<file path="src/rtl/psum_accumulator.sv">
// psum_accumulator: sums a window of cfg_len+1 signed products into one ACC_W-bit partial sum.
// Optional macro PSUM_SAT_EN: saturate each add instead of wrapping modulo 2^ACC_W.
module psum_accumulator #(
  parameter int unsigned IN_W  = 16,
  parameter int unsigned ACC_W = 24,
  parameter int unsigned LEN_W = 8
) (
  input  logic             clk,
  input  logic             reset_n,
  input  logic [LEN_W-1:0] cfg_len,
  input  logic             in_valid,
  output logic             in_ready,
  input  logic [IN_W-1:0]  in_data,
  output logic             out_valid,
  input  logic             out_ready,
  output logic [ACC_W-1:0] out_data,
  output logic             out_ovf,
  output logic             busy
);

  localparam int unsigned NumGroups = ACC_W / 4;
  localparam logic [ACC_W-1:0] AccMax = {1'b0, {(ACC_W-1){1'b1}}};
  localparam logic [ACC_W-1:0] AccMin = {1'b1, {(ACC_W-1){1'b0}}};

  typedef enum logic [1:0] {StIdle, StAcc, StHold} state_e;

  state_e           state_q, state_d;
  logic [ACC_W-1:0] acc_q, acc_d;
  logic [LEN_W:0]   cnt_q, cnt_d;
  logic [LEN_W-1:0] len_q, len_d;
  logic             ovf_q, ovf_d;

  logic [ACC_W-1:0] in_ext, sum, add_res;
  logic             add_ovf, accept;

  assign in_ext = {{(ACC_W-IN_W){in_data[IN_W-1]}}, in_data};

  // Ripple of 4-bit carry-lookahead groups; each group exposes its carry-out as co.
  for (genvar gi = 0; gi < NumGroups; gi++) begin : g_cla
    logic [3:0] g, p, c;
    logic       cin, co;
    if (gi == 0) begin : g_first
      assign cin = 1'b0;
    end else begin : g_chain
      assign cin = g_cla[gi-1].co;
    end
    assign g    = acc_q[4*gi +: 4] & in_ext[4*gi +: 4];
    assign p    = acc_q[4*gi +: 4] ^ in_ext[4*gi +: 4];
    assign c[0] = cin;
    assign c[1] = g[0] | (p[0] & cin);
    assign c[2] = g[1] | (p[1] & g[0]) | (p[1] & p[0] & cin);
    assign c[3] = g[2] | (p[2] & g[1]) | (p[2] & p[1] & g[0]) | (p[2] & p[1] & p[0] & cin);
    assign co   = g[3] | (p[3] & g[2]) | (p[3] & p[2] & g[1]) | (p[3] & p[2] & p[1] & g[0]) |
                  (&p & cin);
    assign sum[4*gi +: 4] = p ^ c;
  end

  assign add_ovf = (acc_q[ACC_W-1] == in_ext[ACC_W-1]) && (sum[ACC_W-1] != acc_q[ACC_W-1]);

`ifdef PSUM_SAT_EN
  // Clamp toward the sign both operands share.
  assign add_res = add_ovf ? (acc_q[ACC_W-1] ? AccMin : AccMax) : sum;
`else
  assign add_res = sum;
`endif

  assign in_ready  = reset_n && (state_q != StHold);
  assign accept    = in_valid && in_ready;
  assign out_valid = (state_q == StHold);
  assign out_data  = out_valid ? acc_q : '0;
  assign out_ovf   = out_valid && ovf_q;
  assign busy      = (state_q != StIdle);

  always_comb begin
    state_d = state_q;
    acc_d   = acc_q;
    cnt_d   = cnt_q;
    len_d   = len_q;
    ovf_d   = ovf_q;
    unique case (state_q)
      StIdle: begin
        if (accept) begin
          acc_d   = in_ext;
          len_d   = cfg_len;
          cnt_d   = (LEN_W+1)'(1);
          ovf_d   = 1'b0;
          state_d = (cfg_len == '0) ? StHold : StAcc;
        end
      end
      StAcc: begin
        if (accept) begin
          acc_d = add_res;
          ovf_d = ovf_q | add_ovf;
          cnt_d = cnt_q + 1'b1;
          if (cnt_q == {1'b0, len_q}) state_d = StHold;
        end
      end
      StHold: begin
        if (out_ready) state_d = StIdle;
      end
      default: state_d = StIdle;
    endcase
  end

  always_ff @(posedge clk or negedge reset_n) begin
    if (!reset_n) begin
      state_q <= StIdle;
      acc_q   <= '0;
      cnt_q   <= '0;
      len_q   <= '0;
      ovf_q   <= 1'b0;
    end else begin
      state_q <= state_d;
      acc_q   <= acc_d;
      cnt_q   <= cnt_d;
      len_q   <= len_d;
      ovf_q   <= ovf_d;
    end
  end

endmodule
</file>
<file path="config.mk">
export PLATFORM = sky130hd
export DESIGN_NAME = psum_accumulator
export DESIGN_NICKNAME = d
export VERILOG_FILES = /design/src/rtl/psum_accumulator.sv
export SDC_FILE = /design/constraint.sdc
export NUM_CORES = 1
export LEC_CHECK = 0
export ABC_AREA = 1
export CAP_MARGIN = 40
export CORE_ASPECT_RATIO = 0.8
export CORE_UTILIZATION = 42
export CTS_CLUSTER_SIZE = 16
export DETAILED_ROUTE_END_ITERATION = 10
export GPL_TIMING_DRIVEN = 0
export PLACE_DENSITY_LB_ADDON = 0.12
export SETUP_SLACK_MARGIN = 0.2
export SKIP_CTS_REPAIR_TIMING = 1
export SLEW_MARGIN = 20
export SYNTH_ARGS = -nofsm -noshare
export SYNTH_HDL_FRONTEND = slang
export SYNTH_SLANG_ARGS = --single-unit
</file>
<file path="constraint.sdc">
create_clock -name clk -period 5.05 [get_ports clk]
set_input_delay 0.7575 -clock clk [delete_from_list [all_inputs] [get_ports clk]]
set_output_delay 0.7575 -clock clk [all_outputs]
set_load 0.02 [all_outputs]
</file>
==> flow_summary.ini <==
[floorplan]
die_area_um2 = 8100
start_util_pct = 43.6
die_height_um = 80.7
coreArea_um2 = 7460
die_w_um = 100
io_pins = 56
rows = 28

[power_and_ir_drop]
p_leak_nw = 1.95
total_power_mw = 2.13
vdd_drop_max_mv = 0.218
pwr_density_cell_nw_per_um2 = 525

[detailed_routing]
routedWlPerCell_um = 13.4
drtAntennaViolNets = 0
vias = 2929
via_per_inst = 4.94
drt-initial-drc-count = 99
wirelength_um = 7960
drc_errors = 0
first_pass_iters = 4

[flow_run]
maxCapViolCount = 0

[place]
hpwl_um = 6000
place.port_buffers = 55
globalplace.congestion = 0.807
placed_area_um2 = 3950

[timing]
relSlewSlack_pct = 59.3
final_max_slew_viol_count = 0
fin_tns_setup_ns = 0
post-route-min-period_ns = 3.28
rsz0062_at_grt = false
worst_slew_pin_slew_ns = 0.609
setup_violations = 0
finalCritPeriodShare_pct = 64.9
fmax_mhz = 305
hold_viol = 0
finClkSkew_ns = 0.0122

[critical_path]
cp_cell_sequence = clkdlybuf4s50_1, ha_1, a21oi_1, o21ai_0, a21oi_1, nand2_4, fa_1, a21oi_1, o21ai_0, a22oi_1
cp_common_cell = a21oi_1
worstPathMaxFanout = 13
slowest_stage = clkdlybuf4s50_1
regToRegSetupSlack_ns = 2.56
cp_slowest_stage_delay_ns = 0.86
r2r_end = acc_q[21]
critPathTopFamily = compound AO/OA/AOI/OAI gates
r2r_cells = 16
crit_arrival_ns = 3.49
end_kind = flop
crit_type = input port to flop
required_ns = 5.26
startpoint_type = input port
worstPathBufferInverterCount = 1
reg2reg_from = acc_q[3]

[synthesis]
synth_area_leaders = dfrtp_1, ha_1, nand2_1
yosysSeqAreaShare_pct = 33.9
yosysWarnings = 0
synth.distinct_cells = 39
syn_avg_cell_area_um2 = 7.67
synthCells = 424
netlist.area_leader.share_pct = 33.9
netlist_area_um2 = 3250
synth-seq-cells = 44
synth_nets = 482
synth_top_area_cell = dfrtp_1

[grt]
grt_max_degree = 24
gr-usage-all-layers_pct = 21.2
grt_overflow = 0
grt_pass1_wl_um = 13400
first_global_vias = 2858
antenna_found_initial = 0

[cts]
cts_buffer_depth = 2
clk_latency_ns = 0.30
clock-sinks = 44
h-tree-depth = 2
clock-root-buffer = clkbuf_8
tritoncts = yes
clkSlewWorstSetupHoldPaths_ns = 0.09
cts_buffers = 5

[cells_and_area]
antenna-diode-count = 0
final_common_cell = nand2_1
drive_gt1_share_pct = 8.61
area.growth.synth_to_final_pct = 24.7
layout_common_cells = nand2_1, inv_1, clkdlybuf4s50_1, nor2_1, dfrtp_1
fin_area_um2 = 4060
nNetsFinal = 545

[status]
status = finished, final reports clean

[min_path]
hold_class = input port to asynchronous set/reset pin
-- cell usage after synthesis (all sizes together) --
library cell and number:
inv 64, nor3 6, a31oi 1, nand4 3, nor2 56, a21oi 26
dfrtp 44, clkinv 1, a22oi 6, nor4 2, o22ai 1, o221ai 1
nand3b 1, ha 24, xor2 4, a21boi 1, o21ai 40, o211ai 5
a2111oi 1, nand3 19, buf 1, fa 6, o31ai 5, nand2 89
clkbuf 10, xnor2 4, or2 1, o21bai 2
-- through the flow --
stage / worst slack, ns / util (%) / hold slack [ns] / cells
after CTS: 1.74 / 54.4 / 0.464 / 593
after global placement: 0.406 / 52.7 / 0.484 / 584
final: 1.77 / 54.4 / 0.438 / 593
after global routing: 1.59 / 54.4 / 0.471 / 593
after detailed placement: 1.44 / 52.9 / 0.487 / 585
after floorplan: 2.34 / - / 0.455 / 424
-- routing by layer --
| layer | GRT usage [%] | up-vias | wire length (um) |
|---|---|---|---|
| met1 | 29.4 | 1356 | 3890 |
| met2 | 35.5 | 65 | 3650 |
| met5 | 0 | - | 0 |
| met3 | 3.22 | 5 | 376 |
| met4 | 4.20 | 0 | 44 |
| li1 | - | 1503 | - |
-- worst max-delay path by stage --
stage / from / end / cells after the start
after floorplan: in_data[3] / acc_q[21] / 16
after global placement: reset_n / in_ready / 4
after detailed placement: in_data[15] / acc_q[21] / 10
after CTS: in_data[15] / acc_q[21] / 10
after global routing: in_data[15] / acc_q[21] / 10
final: in_data[15] / acc_q[21] / 10
-- cell type report --
| type | instances | area [um2] |
|---|---|---|
| Buffer | 11 | 52.6 |
| Sequential cell | 44 | 1100 |
| Tap cell | 105 | 131 |
| Fill cell | 718 | 3410 |
| Clock buffer | 6 | 72.6 |
| Clock inverter | 2 | 35.0 |
| Timing Repair Buffer | 56 | 566 |
| Multi-Input combinational cell | 304 | 1850 |
| Inverter | 65 | 249 |
-- kinds of logic after synthesis --
family	count (synthesis)	share of synthesized area (%)
compound gates	89	15.8
simple gates	177	26.0
buf+inv	76	9.27
fa+ha+maj	30	12.9
flops	44	33.9
xor+xnor	8	2.15
-- worst reg2reg max path: stages, from the launching register on --
cell     delay [ns]
dfrtp_1        0.39
ha_1           0.32
or2_0          0.24
nand2_1        0.08
nand2_2        0.08
nand2_2        0.08
nand2_4        0.06
nand2_4        0.06
nand2_4        0.06
nand2_4        0.07
nand2_4        0.06
nand2_4        0.08
nand2_4        0.06
fa_1           0.39
a21oi_1        0.12
o21ai_0        0.09
a22oi_1        0.15
-- report_power, final --
part	internal, mW	total [mW]	switching, mW
clock network	0.147	0.271	0.124
registers	0.499	0.631	0.132
logic	0.494	1.23	0.734
total	1.14	2.13	0.990
-- registers in the layout, summed over array words and instances (netlist names) --
register  cells
acc_q        24
cnt_q         9
len_q         8
ovf_q         1
state_q       2
No activity file was read; power rests on OpenSTA's default activity.
